===== src/rtl/decode_pkg.sv =====
// -----------------------------------------------------------------------------
// decode_pkg
// Shared definitions for the decode stage: MIPS-style opcode and funct
// constants, the decoded control bundle, the branch encoding and the
// skid-buffer state enum.
// -----------------------------------------------------------------------------
package decode_pkg;

  // Primary opcodes (instr[31:26])
  localparam logic [5:0] OP_SPECIAL = 6'b000000;
  localparam logic [5:0] OP_J       = 6'b000010;
  localparam logic [5:0] OP_JAL     = 6'b000011;
  localparam logic [5:0] OP_BEQ     = 6'b000100;
  localparam logic [5:0] OP_BNE     = 6'b000101;
  localparam logic [5:0] OP_ADDI    = 6'b001000;
  localparam logic [5:0] OP_ADDIU   = 6'b001001;
  localparam logic [5:0] OP_SLTI    = 6'b001010;
  localparam logic [5:0] OP_SLTIU   = 6'b001011;
  localparam logic [5:0] OP_ANDI    = 6'b001100;
  localparam logic [5:0] OP_ORI     = 6'b001101;
  localparam logic [5:0] OP_XORI    = 6'b001110;
  localparam logic [5:0] OP_LUI     = 6'b001111;
  localparam logic [5:0] OP_LB      = 6'b100000;
  localparam logic [5:0] OP_LH      = 6'b100001;
  localparam logic [5:0] OP_LW      = 6'b100011;
  localparam logic [5:0] OP_LBU     = 6'b100100;
  localparam logic [5:0] OP_LHU     = 6'b100101;
  localparam logic [5:0] OP_SB      = 6'b101000;
  localparam logic [5:0] OP_SH      = 6'b101001;
  localparam logic [5:0] OP_SW      = 6'b101011;

  // SPECIAL funct codes (instr[5:0])
  localparam logic [5:0] FN_SLL   = 6'b000000;
  localparam logic [5:0] FN_SRL   = 6'b000010;
  localparam logic [5:0] FN_SRA   = 6'b000011;
  localparam logic [5:0] FN_SLLV  = 6'b000100;
  localparam logic [5:0] FN_SRLV  = 6'b000110;
  localparam logic [5:0] FN_SRAV  = 6'b000111;
  localparam logic [5:0] FN_JR    = 6'b001000;
  localparam logic [5:0] FN_JALR  = 6'b001001;
  localparam logic [5:0] FN_MFHI  = 6'b010000;
  localparam logic [5:0] FN_MFLO  = 6'b010010;
  localparam logic [5:0] FN_MULT  = 6'b011000;
  localparam logic [5:0] FN_MULTU = 6'b011001;
  localparam logic [5:0] FN_DIV   = 6'b011010;
  localparam logic [5:0] FN_DIVU  = 6'b011011;
  localparam logic [5:0] FN_ADD   = 6'b100000;
  localparam logic [5:0] FN_ADDU  = 6'b100001;
  localparam logic [5:0] FN_SUB   = 6'b100010;
  localparam logic [5:0] FN_SUBU  = 6'b100011;
  localparam logic [5:0] FN_AND   = 6'b100100;
  localparam logic [5:0] FN_OR    = 6'b100101;
  localparam logic [5:0] FN_XOR   = 6'b100110;
  localparam logic [5:0] FN_NOR   = 6'b100111;
  localparam logic [5:0] FN_SLT   = 6'b101010;
  localparam logic [5:0] FN_SLTU  = 6'b101011;

  // Stores never touch more than a word, so the bundle only carries 4 lanes;
  // wider memories see the upper lanes tied to zero.
  localparam int STORE_LANES = 4;

  typedef enum logic [1:0] {
    BR_NONE = 2'b00,
    BR_EQ   = 2'b01,
    BR_NE   = 2'b10
  } branch_e;

  typedef struct packed {
    logic                   memtoreg;
    logic                   alusrc;
    logic                   regdst;
    logic                   regwrite;
    logic                   jump;
    logic                   link;
    logic [STORE_LANES-1:0] memwrite;
    branch_e                branch;
    logic                   md_op;     // MULT/MULTU/DIV/DIVU: starts the busy window
    logic                   hilo_rd;   // MFHI/MFLO: must wait for the busy window
    logic                   reserved;  // op/funct not in the decode table
  } ctrl_t;

  localparam ctrl_t CTRL_NONE = '0;

  typedef enum logic [1:0] {
    EMPTY = 2'd0,
    ONE   = 2'd1,
    TWO   = 2'd2
  } buf_state_e;

  // True when the instruction depends on (or restarts) the HI/LO unit and so
  // has to be held back while a multiply/divide is still in flight.
  function automatic logic needs_md_idle(input ctrl_t c);
    return c.md_op | c.hilo_rd;
  endfunction

endpackage


===== src/rtl/ctrl_lut.sv =====
// -----------------------------------------------------------------------------
// ctrl_lut
// Purely combinational instruction decoder: maps one 32-bit instruction to a
// control bundle. funct is only looked at for the SPECIAL opcode. Anything not
// in the table yields an all-zero bundle with the reserved flag set.
//
// Ports
//   instr  in  32  instruction word
//   ctrl   out     decoded control bundle (decode_pkg::ctrl_t)
// -----------------------------------------------------------------------------
module ctrl_lut
  import decode_pkg::*;
(
  input  logic [31:0] instr,
  output ctrl_t       ctrl
);

  logic [5:0] op;
  logic [5:0] funct;
  logic       unused_fields;

  assign op            = instr[31:26];
  assign funct         = instr[5:0];
  // Register/immediate fields are irrelevant to control decode.
  assign unused_fields = ^instr[25:6];

  always_comb begin
    // NOTE: every field gets a default before the case so no path can leave a
    // bit unassigned and infer a latch.
    ctrl = CTRL_NONE;
    case (op)
      OP_LB, OP_LBU, OP_LH, OP_LHU, OP_LW: begin
        ctrl.memtoreg = 1'b1;
        ctrl.alusrc   = 1'b1;
        ctrl.regwrite = 1'b1;
      end
      OP_SB: begin
        ctrl.alusrc   = 1'b1;
        ctrl.memwrite = 4'b0001;
      end
      OP_SH: begin
        ctrl.alusrc   = 1'b1;
        ctrl.memwrite = 4'b0011;
      end
      OP_SW: begin
        ctrl.alusrc   = 1'b1;
        ctrl.memwrite = 4'b1111;
      end
      OP_ADDI, OP_ADDIU, OP_SLTI, OP_SLTIU,
      OP_ANDI, OP_ORI, OP_XORI, OP_LUI: begin
        ctrl.alusrc   = 1'b1;
        ctrl.regwrite = 1'b1;
      end
      OP_BEQ: ctrl.branch = BR_EQ;
      OP_BNE: ctrl.branch = BR_NE;
      OP_J:   ctrl.jump   = 1'b1;
      OP_JAL: begin
        ctrl.jump     = 1'b1;
        ctrl.link     = 1'b1;
        ctrl.regwrite = 1'b1;
      end
      OP_SPECIAL: begin
        case (funct)
          FN_SLL, FN_SRL, FN_SRA, FN_SLLV, FN_SRLV, FN_SRAV,
          FN_ADD, FN_ADDU, FN_SUB, FN_SUBU,
          FN_AND, FN_OR, FN_XOR, FN_NOR, FN_SLT, FN_SLTU: begin
            ctrl.regwrite = 1'b1;
            ctrl.regdst   = 1'b1;
          end
          FN_MFHI, FN_MFLO: begin
            ctrl.regwrite = 1'b1;
            ctrl.regdst   = 1'b1;
            ctrl.hilo_rd  = 1'b1;
          end
          FN_MULT, FN_MULTU, FN_DIV, FN_DIVU: ctrl.md_op = 1'b1;
          FN_JR:   ; // valid, but drives no controls at this stage
          FN_JALR: begin
            ctrl.link     = 1'b1;
            ctrl.regwrite = 1'b1;
            ctrl.regdst   = 1'b1;
          end
          default: ctrl.reserved = 1'b1;
        endcase
      end
      default: ctrl.reserved = 1'b1;
    endcase
  end

endmodule


===== src/rtl/decode_stage.sv =====
// -----------------------------------------------------------------------------
// decode_stage
// Decodes instructions at the input (ctrl_lut) and holds the decoded bundles
// in a 2-entry skid buffer (EMPTY/ONE/TWO). A multiply/divide leaving the
// buffer starts an MD_CYCLES busy window; while busy, a head entry that is
// MFHI/MFLO or another multiply/divide is held back, other ops pass.
//
// Parameters
//   BYTE_LANES  memory byte lanes (4 or 8)
//   MD_CYCLES   multiply/divide busy window in cycles (1..255)
//
// Ports
//   clk, resetn                 clock, async active-low reset
//   in_valid, in_instr, in_ready instruction input handshake (in_ready registered)
//   flush                       drop all buffered entries and same-cycle input
//   out_valid, out_ready        control-bundle output handshake
//   memtoreg, alusrc, regdst, regwrite, jump, link   head-entry controls
//   memwrite [BYTE_LANES]       store byte-lane enables
//   branch [2]                  00 none, 01 BEQ, 10 BNE
//   md_start, md_busy           multiply/divide issue pulse and busy flag
//   ri                          reserved-instruction flag (only with DECODE_RI_EN)
//
// Build option: define DECODE_RI_EN to add the ri output.
// -----------------------------------------------------------------------------
module decode_stage
  import decode_pkg::*;
#(
  parameter int BYTE_LANES = 4,
  parameter int MD_CYCLES  = 32
) (
  input  logic                  clk,
  input  logic                  resetn,
  input  logic                  in_valid,
  input  logic [31:0]           in_instr,
  output logic                  in_ready,
  input  logic                  flush,
  output logic                  out_valid,
  input  logic                  out_ready,
  output logic                  memtoreg,
  output logic                  alusrc,
  output logic                  regdst,
  output logic                  regwrite,
  output logic                  jump,
  output logic                  link,
  output logic [BYTE_LANES-1:0] memwrite,
  output logic [1:0]            branch,
  output logic                  md_start,
  output logic                  md_busy
`ifdef DECODE_RI_EN
  ,
  output logic                  ri
`endif
);

  localparam logic [7:0] MD_LOAD = 8'(MD_CYCLES);

  ctrl_t      in_ctrl;
  ctrl_t      head;
  ctrl_t      tail;
  buf_state_e state;
  buf_state_e state_nxt;
  logic [7:0] md_count;
  logic       accept;
  logic       pop;
  logic       interlock;

  ctrl_lut u_ctrl_lut (
    .instr (in_instr),
    .ctrl  (in_ctrl)
  );

  // ---------------------------------------------------------------------------
  // Handshake qualifiers. flush cancels both sides for the cycle it is high,
  // so nothing is accepted or handed downstream while the buffer is dropped.
  // ---------------------------------------------------------------------------
  assign interlock = md_busy && needs_md_idle(head);
  assign out_valid = (state != EMPTY) && !interlock && !flush;
  assign accept    = in_valid && in_ready && !flush;
  assign pop       = out_valid && out_ready;
  assign md_start  = pop && head.md_op;

  // ---------------------------------------------------------------------------
  // Buffer state machine
  // ---------------------------------------------------------------------------
  always_comb begin
    state_nxt = state;
    if (flush) begin
      state_nxt = EMPTY;
    end else begin
      case (state)
        EMPTY: if (accept) state_nxt = ONE;
        ONE: begin
          if (accept && !pop)      state_nxt = TWO;
          else if (!accept && pop) state_nxt = EMPTY;
        end
        TWO:     if (pop) state_nxt = ONE;
        default: state_nxt = EMPTY;
      endcase
    end
  end

  always_ff @(posedge clk or negedge resetn) begin
    if (!resetn) begin
      // NOTE: sequential state is always assigned with <= so every flop samples
      // the pre-edge values regardless of statement order.
      state    <= EMPTY;
      in_ready <= 1'b0;
    end else begin
      state    <= state_nxt;
      // Registered so in_ready never combinationally depends on out_ready.
      in_ready <= (state_nxt != TWO);
    end
  end

  // ---------------------------------------------------------------------------
  // Entry storage. head is always the oldest entry; tail only holds data in
  // TWO. A simultaneous accept and pop in ONE writes straight into head.
  // ---------------------------------------------------------------------------
  // NOTE: payload registers carry no reset; they are only observed through
  // state, which is reset, so clearing them would buy nothing.
  always_ff @(posedge clk) begin
    case (state)
      EMPTY: if (accept) head <= in_ctrl;
      ONE: begin
        if (accept && pop) head <= in_ctrl;
        else if (accept)   tail <= in_ctrl;
      end
      TWO:     if (pop) head <= tail;
      default: ;
    endcase
  end

  // ---------------------------------------------------------------------------
  // Multiply/divide busy window: loads on issue, counts down, sticks at 0.
  // Flush deliberately leaves it alone: the unit is still working.
  // ---------------------------------------------------------------------------
  always_ff @(posedge clk or negedge resetn) begin
    if (!resetn) begin
      md_count <= 8'd0;
    end else if (md_start) begin
      md_count <= MD_LOAD;
    end else if (md_count != 8'd0) begin
      md_count <= md_count - 8'd1;
    end
  end

  assign md_busy = (md_count != 8'd0);

  // ---------------------------------------------------------------------------
  // Outputs: head controls, forced to zero whenever nothing is offered.
  // ---------------------------------------------------------------------------
  assign memtoreg = out_valid & head.memtoreg;
  assign alusrc   = out_valid & head.alusrc;
  assign regdst   = out_valid & head.regdst;
  assign regwrite = out_valid & head.regwrite;
  assign jump     = out_valid & head.jump;
  assign link     = out_valid & head.link;
  assign branch   = out_valid ? head.branch : BR_NONE;

  always_comb begin
    memwrite = '0;
    if (out_valid) memwrite[STORE_LANES-1:0] = head.memwrite;
  end

`ifdef DECODE_RI_EN
  assign ri = out_valid & head.reserved;
`else
  logic unused_reserved;
  assign unused_reserved = head.reserved;
`endif

endmodule


===== config.mk =====
export PLATFORM = sky130hd
export DESIGN_NAME = decode_stage
export DESIGN_NICKNAME = d
export VERILOG_FILES = /design/src/rtl/decode_pkg.sv /design/src/rtl/ctrl_lut.sv /design/src/rtl/decode_stage.sv
export SDC_FILE = /design/constraint.sdc
export NUM_CORES = 1
export LEC_CHECK = 0
export BUFFER_PORTS_ARGS = -buffer_cell sky130_fd_sc_hd__buf_2
export CAP_MARGIN = 20
export CORE_AREA = 2 2 68 70
export DETAILED_ROUTE_END_ITERATION = 8
export DIE_AREA = 0 0 70 72
export PLACE_DENSITY = 0.76
export SLEW_MARGIN = 20
export SYNTH_ARGS = -nofsm -noshare
export SYNTH_HDL_FRONTEND = slang
export SYNTH_SLANG_ARGS = --single-unit

===== constraint.sdc =====
create_clock -name clk -period 2.16 [get_ports clk]
set_input_delay 0 -clock clk [delete_from_list [all_inputs] [get_ports clk]]
set_output_delay 0 -clock clk [all_outputs]
set_load 0.02 [all_outputs]

## Word level (Yosys, flattened, before mapping)

Index checks and enable logic that the tools add are counted.

| storage, ports and cells | value |
|---|---|
| bits of input ports | 37 |
| output and inout bits | 16 |
| register bits | 40 |

| operators by class | value |
|---|---|
| $add $sub $neg | 1 |
| bitwise logic cells | 8 |
| multiplexer cells | 29 |
| eq/ne operators | 49 |
| reduce and logical (&&, ||, !) cells | 32 |

Operator list:

| operator | count |
|---|---|
| $eq A6 B6 Y1 const B | 18 |
| $eq A6 B4 Y1 const B | 10 |
| $mux W15 | 3 |
| $pmux W15 S3 | 1 |
| $eq A6 B5 Y1 const B | 6 |
| $eq A6 B3 Y1 const B | 5 |
| $eq A6 B2 Y1 const B | 4 |
| $reduce_or A24 Y1 | 1 |
| $reduce_or A20 Y1 | 1 |
| $reduce_or A19 Y1 | 1 |
| $mux W2 | 8 |
| $mux W8 | 2 |
| $reduce_or A16 Y1 | 1 |
| $reduce_or A14 Y1 | 1 |
| $logic_not A6 Y1 | 2 |
| $pmux W4 S3 | 1 |
| $logic_and A1 B1 Y1 | 10 |
| $mux W1 | 8 |
| $ne A2 B2 Y1 const B | 4 |
| $reduce_bool A8 Y1 | 1 |
| $sub A8 B1 Y8 const B | 1 |
| $and A1 B1 Y1 | 6 |
| $pmux W1 S2 | 3 |
| $pmux W2 S3 | 1 |
| other kinds (15) | 20 |

## Depth between registers and ports, before layout

Gate-level depths: netlist of run 1.

| logic depth | value |
|---|---|
| depth after elaboration | 12 |
| gate-level depth with buffers | 7 |
| mapped depth without buffers | 6 |

## Cells and area by module

Synthesis of run 1 repeated with hierarchy kept, for this count alone.

| second synthesis, totals | value |
|---|---|
| cell total of the unflattened synthesis | 201 |
| area, all modules | 2047.0 sq um |

Modules (own cells, without submodules):

| module | cells each | times used | area an instance (sq um) |
|---|---|---|---|
| decode_stage | 150 | 1 | 1734.2 |
| ctrl_lut | 51 | 1 | 312.8 |

## Worst setup path before layout of run 1

No wires, ideal clock.

| path | value |
|---|---|
| path kind | reg2reg |
| start | register md_count[0] |
| end | register tail[10] in the netlist's numbering, enable pin |
| arrival | 1852 ps |
| cell stages (with the launch flop) | 7 |
| slack | -80 ps |
| period minus slack after synthesis | 2240 ps |
| data required time | 1773 ps |
| setup time | 387 ps |
| cell sequence | dfrtp_1 inv_1 ha_1 nand3_2 a21oi_2 buf_2 a21oi_1 |

| on the way | value |
|---|---|
| cells in the longest elaborated chain, start to end | 9 |

RTL lines:

| element | line | RTL |
|---|---|---|
| from (decl) | decode_stage.sv:62 | `logic [7:0] md_count;` |
| from (signal assigned) | decode_stage.sv:143 | `md_count <= md_count - 8'd1;` |
| $reduce_bool A8 Y1 | decode_stage.sv:147 | `assign md_busy = (md_count != 8'd0);` |
| via md_busy | decode_stage.sv:48 | `output logic md_busy` |
| $logic_and A1 B1 Y1 | decode_stage.sv:76 | `assign interlock = md_busy && needs_md_idle(head);` |
| $logic_not A1 Y1 | decode_stage.sv:77 | `assign out_valid = (state != EMPTY) && !interlock && !flush;` |
| $logic_and A1 B1 Y1 (2 in series) | decode_stage.sv:77 |  |
| via out_valid | decode_stage.sv:37 | `output logic out_valid,` |
| $logic_and A1 B1 Y1 | decode_stage.sv:79 | `assign pop = out_valid && out_ready;` |
| $logic_and A1 B1 Y1 | decode_stage.sv:125 | `if (accept && pop) head <= in_ctrl;` |
| $not A1 Y1 (no line) | -- |  |
| $reduce_and A3 Y1 (no line) | -- |  |
| to (signal assigned) | decode_stage.sv:126 | `else if (accept) tail <= in_ctrl;` |
| to (decl) | decode_stage.sv:59 | `ctrl_t tail;` |

The timed path passes the listed nets, and every way through them passes these cells.
A chain may end at the register's enable or synchronous reset.

## Final worst setup path of run 1

| path | value |
|---|---|
| start | register md_count[0] |
| end | output port md_start |

| on the way | value |
|---|---|
| cells in the longest elaborated chain, start to end | 7 |

RTL lines:

| element | line | RTL |
|---|---|---|
| $reduce_bool A8 Y1 | decode_stage.sv:147 |  |
| $logic_and A1 B1 Y1 | decode_stage.sv:76 |  |
| $logic_not A1 Y1 | decode_stage.sv:77 |  |
| $logic_and A1 B1 Y1 (2 in series) | decode_stage.sv:77 |  |
| $logic_and A1 B1 Y1 | decode_stage.sv:79 |  |
| $logic_and A1 B1 Y1 | decode_stage.sv:80 | `assign md_start = pop && head.md_op;` |
| to (decl) | decode_stage.sv:47 | `output logic md_start,` |

No other way between the ends.

==> flow_summary.toml, run 1 <==
[outcome]
status = "finished, final reports clean"

[finish]
final_cell_mix = "31 x buf_2, 26 x edfxtp_1, 13 x and2_1, 13 x nand2_1, 11 x nor2_1"
final_common_cell = "buf_2"
drive_gt1_share_pct = 30.0
fin_util_pct = 54.2
nets = 245
antenna_cells = 0
num-fill-cells = 387
syn_to_final_growth_pct = 19.6

[cts]
clock_path_buffers = 2
clk_pin_slew_worst_paths_ps = 70
clkLatencyLatePin_ps = 290
root_buffer = "clkbuf_8"
numCtsBuffers = 5
post_cts_buffers = 0
cts_tree = "built"
cts.sink_count = 37
h-tree-depth = 2

[global_routing]
use_met2_pct = 24.9
grt_usage_pct = 15.8
grt.met1_usage_pct = 20.6
first_global_vias = 1337
grt_use_met3_pct = 3.47
grt.busiest_layer = "met2"
antenna_found_initial = 0
grt_start_max_net_pins = 15
grt_overflow_total = 0
grt_pass1_wl_mm = 6.17

[sta]
max_freq_mhz = 491
tightest_slew_ps = 421
finalSetupViolations = 0
timing.final.crit_share_pct = 94.3
tns_ps = 0
drv_slew = 0
relSlewSlack_pct = 71.9
fin_skew_ps = 8.95
period_minus_slack_ps = 2040
rsz0062_at_grt = "false"
setup_slack_ps = 123
hold_viol = 0

[logic_synthesis]
ys_seq_elements = 37
synth.top_cell.area_share_pct = 40.4
yosys_warnings = 0
yosys.area_share.simple_pct = 23.5
synth_top_family_by_area = "simple AND/OR/NAND/NOR gates"
syn_avg_cell_area_um2 = 11.7
syn_inst = 165
yosysUniqueCellTypes = 50
syn-cell-area_mm2 = 0.00193
yosysTopAreaCell = "edfxtp_1"
seq_area_frac_synth_pct = 54.7
yosys.area_share.adder_pct = 1.30
synth_area_leaders = "edfxtp_1 40%, dfrtp_1 14%, mux2_2 5.2%"
synthXorXnorAreaFrac_pct = 2.72
synth_edf_count = 26
synthMuxAreaShare_pct = 5.77
synth_flop_cell = "edfxtp_1"
syn-num-nets = 204
async_flop_share_pct = 29.7
synth-compound-area-share_pct = 9.59

[critical_path]
max_stage_delay_ps = 440
r2r-end = "head[10]"
path_class = "flip-flop to output pin"
reg2reg_setup_slack_ps = 180
crit_chain = "inv_1 -> ha_1 -> or3b_4 -> nor4_4 -> buf_4"
slowest_stage = "or3b_4"
critical_path_arrival_ps = 2040
path_max_fanout = 4
crit_buf_inv = 2
cp-end-kind = "output pin"
crit_path_start_kind = "flip-flop"
crit_family = "simple AND/OR/NAND/NOR gates"
r2r_cells = 5
cp.required_ps = 2160
rr_startpoint = "md_count[5]"

[routing]
via_per_inst = 5.36
routedWlPerCell_um = 13.9
drcViolationCount = 0
vias = 1389
wirelength_mm = 3.61
drt_iter0_drc = 111
firstDrtPassIters = 4
drtAntennaViolNets = 0

[floorplan]
row_count = 24
ios = 53
dieWidth_um = 70
coreArea_mm2 = 0.00426
die_h_um = 72
dieArea_mm2 = 0.00504
initial_core_util_pct = 45.3

[placement]
dp_hpwl_mm = 2.58
gp_congestion = 0.737
dp_slack_ps = 226
port_buffers = 32

[min_path]
whs_path_depth = 2
hp-start = "in_instr[30]"
holdPathEnd = "tail[13]"
hp-class = "input pin to flip-flop"

[power]
leakage_uw = 0.000964
total_power_uw = 1890
p_per_area_mw_per_mm2 = 818
ir_drop_mv = 0.293

[flow_run]
max-cap-violations = 0
==> per-stage QoR <==
step	std cells	area, um^2	hold WS, ps
6_report	259	2310	72.2
5_1_grt	259	2310	63.9
3_3_place_gp	248	2180	-123
2_1_floorplan	165	1930	-296
3_5_place_dp	248	2180	-119
4_1_cts	259	2290	55.2
==> routing by layer <==
metal  vias up  wire length, um
met3         4              124
met2        29             1750
met5         -                0
met4         0               60
li1        689                -
met1       667             1680
==> cells by family after synthesis <==
group	count (synthesis)
AOI/OAI and AO/OA	26
xor gates and xnor gates	6
adders and majority gates	2
buffers and inverters	11
DFF	37
muxes	10
and+or+nand+nor	73
==> state kept, by name, summed over array words and instances (netlist names) <==
register / flops
tail: 13
state: 2
in_ready: 1
head: 13
md_count: 8
==> where the power goes <==
| group | internal [uW] | switching [uW] | leakage (uW) |
|---|---|---|---|
| clock | 224 | 228 | 0.0000399 |
| sequential | 882 | 130 | 0.000366 |
| combinational | 202 | 221 | 0.000559 |
==> worst max path at each step <==
stage,from,endpoint,slack [ps],cells past startpoint
detailed placement,md_count[3],head[13],230,5
global route,md_count[5],regdst,20,6
global placement,md_count[2],head[13],230,5
finish,md_count[0],md_start,120,5
floorplan,md_count[2],tail[10],170,5
CTS,md_count[2],regdst,30,6
==> Yosys cell counts, drive strengths merged, types with 2 or more instances <==
master	n
dfrtp	11
clkbuf	3
ha	2
and3b	2
or2	2
a221o	2
nor2	11
inv	6
and2	13
buf	2
o21ai	5
a21oi	6
or4	3
a31oi	2
nor3b	2
a211oi	2
edfxtp	26
nor4	3
nand2	13
xnor2	5
mux2	9
nand3b	2
nand3	4
nor2b	4
nor3	7
==> cell type report <==
type | count | area [um^2] | area share (%)
clock buffers | 7 | 76.3 | 3.30
clock inverters | 1 | 3.75 | 0.163
inverters | 6 | 22.5 | 0.975
multi-input cells | 117 | 850 | 36.8
flip-flops and latches | 37 | 1060 | 45.8
well taps | 52 | 65.1 | 2.82
repair buffers | 39 | 235 | 10.2
==> repair_timing <==
action | in CTS | in global routing
setup endpoints to repair | 0 | 11
hold endpoints to repair | 12 | 0
hold buffers | 3 | 0
resized for setup | 0 | 5
Note: power is estimated with default switching activity, not from simulation.
==> inputs of run 2 (changes only) <==
- CORE_AREA: 2 2 68 70 -> 2 2 66 68
- DIE_AREA: 0 0 70 72 -> 0 0 68 70
- PLACE_DENSITY: 0.76 -> 0.77
- clock period: 2.16 -> 2.3 ns (I/O delays scaled with it)
==> flow_summary.toml, run 2 (same netlist as run 1, synthesis figures left out) <==
[outcome]
status = "finished, final reports clean"

[power]
leakage_uw = 0.000971
total_power_uw = 1770
p_per_area_mw_per_mm2 = 769
ir_drop_mv = 0.291

[finish]
num-fill-cells = 368
drive_gt1_share_pct = 30.4
final_common_cell = "buf_2"
final_cell_mix = "32 x buf_2, 26 x edfxtp_1, 13 x and2_1, 13 x nand2_1, 11 x nor2_1"
fin_util_pct = 55.4
antenna_cells = 0
reg_top3 = "head: 13 flops, tail: 13 flops, md_count: 8 flops"
stdcell_count = 259
multi_input_comb_area_um2 = 836
stdcell_area_mm2 = 0.00230
nets = 245
syn_to_final_growth_pct = 18.9
seqCellArea_mm2 = 0.00106

[floorplan]
coreArea_mm2 = 0.00414
row_count = 24
die_h_um = 70
ios = 53
dieWidth_um = 68
dieArea_mm2 = 0.00476
initial_core_util_pct = 46.6

[global_routing]
grt_overflow_total = 0
antenna_found_initial = 0
grt_start_max_net_pins = 15
grt_pass1_wl_mm = 5.81
first_global_vias = 1268
grt_usage_pct = 16.3

[placement]
place_area_mm2 = 0.00217
dp_hpwl_mm = 2.45
port_buffers = 32
dp_cells = 248
gp_congestion = 0.770

[cts]
cts_tree = "built"
numCtsBuffers = 5
h-tree-depth = 2
clk_pin_slew_worst_paths_ps = 70
cts.sink_count = 37
root_buffer = "clkbuf_8"
clkLatencyLatePin_ps = 280
clock_path_buffers = 2

[sta]
tns_ps = 0
fin_skew_ps = 4.70
timing.final.crit_share_pct = 95.2
period_minus_slack_ps = 2190
finalSetupViolations = 0
relSlewSlack_pct = 76.5
max_freq_mhz = 457
hold_viol = 0
tightest_slew_ps = 349
drv_slew = 0
rsz0062_at_grt = "false"

[routing]
firstDrtPassIters = 4
drt_iter0_drc = 99
drtAntennaViolNets = 0
vias = 1343
routedWlPerCell_um = 13.2
via_per_inst = 5.19
drcViolationCount = 0
wirelength_mm = 3.42

[critical_path]
cp.required_ps = 2470
path_class = "flip-flop to flip-flop"
path_max_fanout = 14
critical_path_arrival_ps = 2350
cp-end-kind = "flip-flop"
crit_path_start_kind = "flip-flop"
r2r_cells = 6

[min_path]
hp-class = "input pin to flip-flop"
whs_path_depth = 2

[flow_run]
max-cap-violations = 0
run 2: per-stage QoR:
| stage | setup WS, ps | hold slack [ps] |
|---|---|---|
| 6_report | 111 | 43.4 |
| 5_1_grt | 2.90 | 33.9 |
| 4_1_cts | 84.0 | 33.3 |
| 3_5_place_dp | 369 | -121 |
| 3_3_place_gp | 378 | -119 |
| 2_1_floorplan | 60.4 | -296 |
run 2: what timing repair did:
action | CTS | global route
gates resized for setup | 0 | 2
setup endpoints to repair | 0 | 1
hold buffers | 3 | 0
hold endpoints to repair | 12 | 0
buffers inserted | 0 | 0
run 2: area by class of cell:
type,count,area share [%]
well taps,52,2.83
inverters,6,0.981
clock inverters,2,0.436
clock buffers,6,3.16
multi-input cells,117,36.4
flip-flops and latches,37,46.0
repair buffers,39,10.1
run 2: final timing paths:
path,to,slack (ps),start
max reg2reg,state[1],110,md_count[5]
max,state[1],110,md_count[5]
min,in_ready,40,out_ready
min in group asynchronous,md_count[6],110,resetn
max in group asynchronous,md_count[3],1970,resetn
min reg2reg,md_count[7],500,md_count[7]
run 2: report_power, final:
group / leakage (uW) / internal (uW) / switching, uW
clock: 0.0000450 / 210 / 218
combinational: 0.000560 / 184 / 206
sequential: 0.000366 / 828 / 119
total: 0.000971 / 1220 / 543
run 2: critical path, cell delays in order (launching register included):
cell	delay (ps)
dfrtp_1	440
nor4_4	390
nand3_4	170
a21oi_2	170
buf_4	200
a221oi_1	110
dlygate4sd3_1	580
run 2: layer usage:
metal	up-vias	track usage [%]	wire, um
met5	-	0	0
met4	0	8.00	72
met3	4	3.86	126
met2	34	24.1	1560
met1	616	22.2	1660
li1	689	-	-
==> inputs of run 3 (changes only) <==
- CORE_AREA: 2 2 66 68 -> 3 3 67 69
- DIE_AREA: 0 0 68 70 -> 0 0 70 72
==> flow_summary.toml, run 3 (same netlist as run 1, synthesis figures left out) <==
[outcome]
status = "finished, final reports clean"

[floorplan]
die_h_um = 72
ios = 53
coreArea_mm2 = 0.00397
row_count = 23
dieWidth_um = 70
initial_core_util_pct = 48.6
dieArea_mm2 = 0.00504

[finish]
antenna_cells = 0
stdcell_count = 257
seqCellArea_mm2 = 0.00106
stdcell_area_mm2 = 0.00229
syn_to_final_growth_pct = 18.5
multi_input_comb_area_um2 = 836
num-fill-cells = 344
drive_gt1_share_pct = 29.5
final_common_cell = "buf_2"
reg_top3 = "head: 13 flops, tail: 13 flops, md_count: 8 flops"
final_cell_mix = "32 x buf_2, 26 x edfxtp_1, 13 x and2_1, 13 x nand2_1"
nets = 245

[sta]
tns_ps = 0
hold_viol = 0
rsz0062_at_grt = "false"
holdWs_ps = 23.8
drv_slew = 0
max_freq_mhz = 459
period_minus_slack_ps = 2180
setup_slack_ps = 119
finalSetupViolations = 0
relSlewSlack_pct = 76.7
tightest_slew_ps = 347
timing.final.crit_share_pct = 94.8
fin_skew_ps = 6.55

[global_routing]
first_global_vias = 1333
grt_start_max_net_pins = 15
grt_pass1_wl_mm = 6.21
antenna_found_initial = 0
grt_usage_pct = 15.5
grt_overflow_total = 0

[cts]
clk_pin_slew_worst_paths_ps = 70
root_buffer = "clkbuf_8"
clock_path_buffers = 2
numCtsBuffers = 5
clkLatencyLatePin_ps = 280
cts_tree = "built"
h-tree-depth = 2
cts.sink_count = 37

[routing]
drtAntennaViolNets = 0
firstDrtPassIters = 4
routedWlPerCell_um = 13.6
wirelength_mm = 3.50
drcViolationCount = 0
vias = 1403
via_per_inst = 5.46
drt_iter0_drc = 64

[placement]
dp_cells = 246
port_buffers = 32
gp_congestion = 0.763
dp_slack_ps = 340
place_area_mm2 = 0.00216
dp_hpwl_mm = 2.57

[power]
leakage_uw = 0.000969
ir_drop_mv = 0.404
p_per_area_mw_per_mm2 = 783

[critical_path]
max_stage_delay_ps = 580
path_class = "flip-flop to flip-flop"
crit_path_start = "md_count[2]"
cp.required_ps = 2460
crit_path_start_kind = "flip-flop"
slowest_stage = "dlygate4sd3_1"
cp-end-kind = "flip-flop"
rr_startpoint = "md_count[2]"
crit_chain = "nor4_4 -> nand3_4 -> a21oi_2 -> buf_4 -> a221oi_1 -> dlygate4sd3_1"
path_max_fanout = 14
critical_path_arrival_ps = 2340

[flow_run]
max-cap-violations = 0

[min_path]
hp-class = "input pin to flip-flop"
hp-start = "out_ready"
[run 3: power by group]
group	switching [uW]	internal, uW	leakage (uW)
logic	211	180	0.000556
registers	118	827	0.000367
clock network	210	244	0.0000455
total	540	1250	0.000969
[run 3: stage by stage]
step | total power [uW] | util (%)
6_report | 1790 | 57.6
3_3_place_gp | 1320 | 54.4
4_1_cts | 1800 | 57.4
2_1_floorplan | 1220 | -
5_1_grt | 1900 | 57.6
3_5_place_dp | 1330 | 54.4
[run 3: area by class of cell]
type	instances	share of cell area, %
clock buffers	8	3.94
inverters	6	0.985
multi-input cells	117	36.5
flip-flops and latches	37	46.2
well taps	50	2.74
repair buffers	39	9.63
[run 3: path summary, 6_finish.rpt]
path                                to  slack, ps  depth (start not counted)
min in group asynchronous  md_count[7]        110                          2
max in group asynchronous  md_count[6]       1980                          2
setup / recovery              state[1]        120                          6
hold reg to reg            md_count[7]        500                          1
hold / removal                in_ready         20                          2
setup reg to reg              state[1]        120                          6
[run 3: critical path: cells and delay by family (launching register included)]
family                 cells  cell delay [ps]
AOI/OAI and AO/OA          2              260
buffers and inverters      2              770
DFF                        1              460
and+or+nand+nor            2              570
[run 3: per-layer routing]
| metal | GRT usage (%) | share of wire, % | vias up |
|---|---|---|---|
| li1 | - | - | 695 |
| met1 | 20.3 | 46 | 672 |
| met2 | 25.4 | 48 | 31 |
| met3 | 3.32 | 4.0 | 5 |
| met4 | 6.38 | 2.0 | 0 |
| met5 | 0 | 0 | - |
[run 3: timing repair]
item                                    in CTS  in global routing
endpoints found under the setup margin       0                  1
resized for setup                            0                  1
setup buffers                                0                  0
hold endpoints to repair                    13                  0
hold buffers                                 3                  0
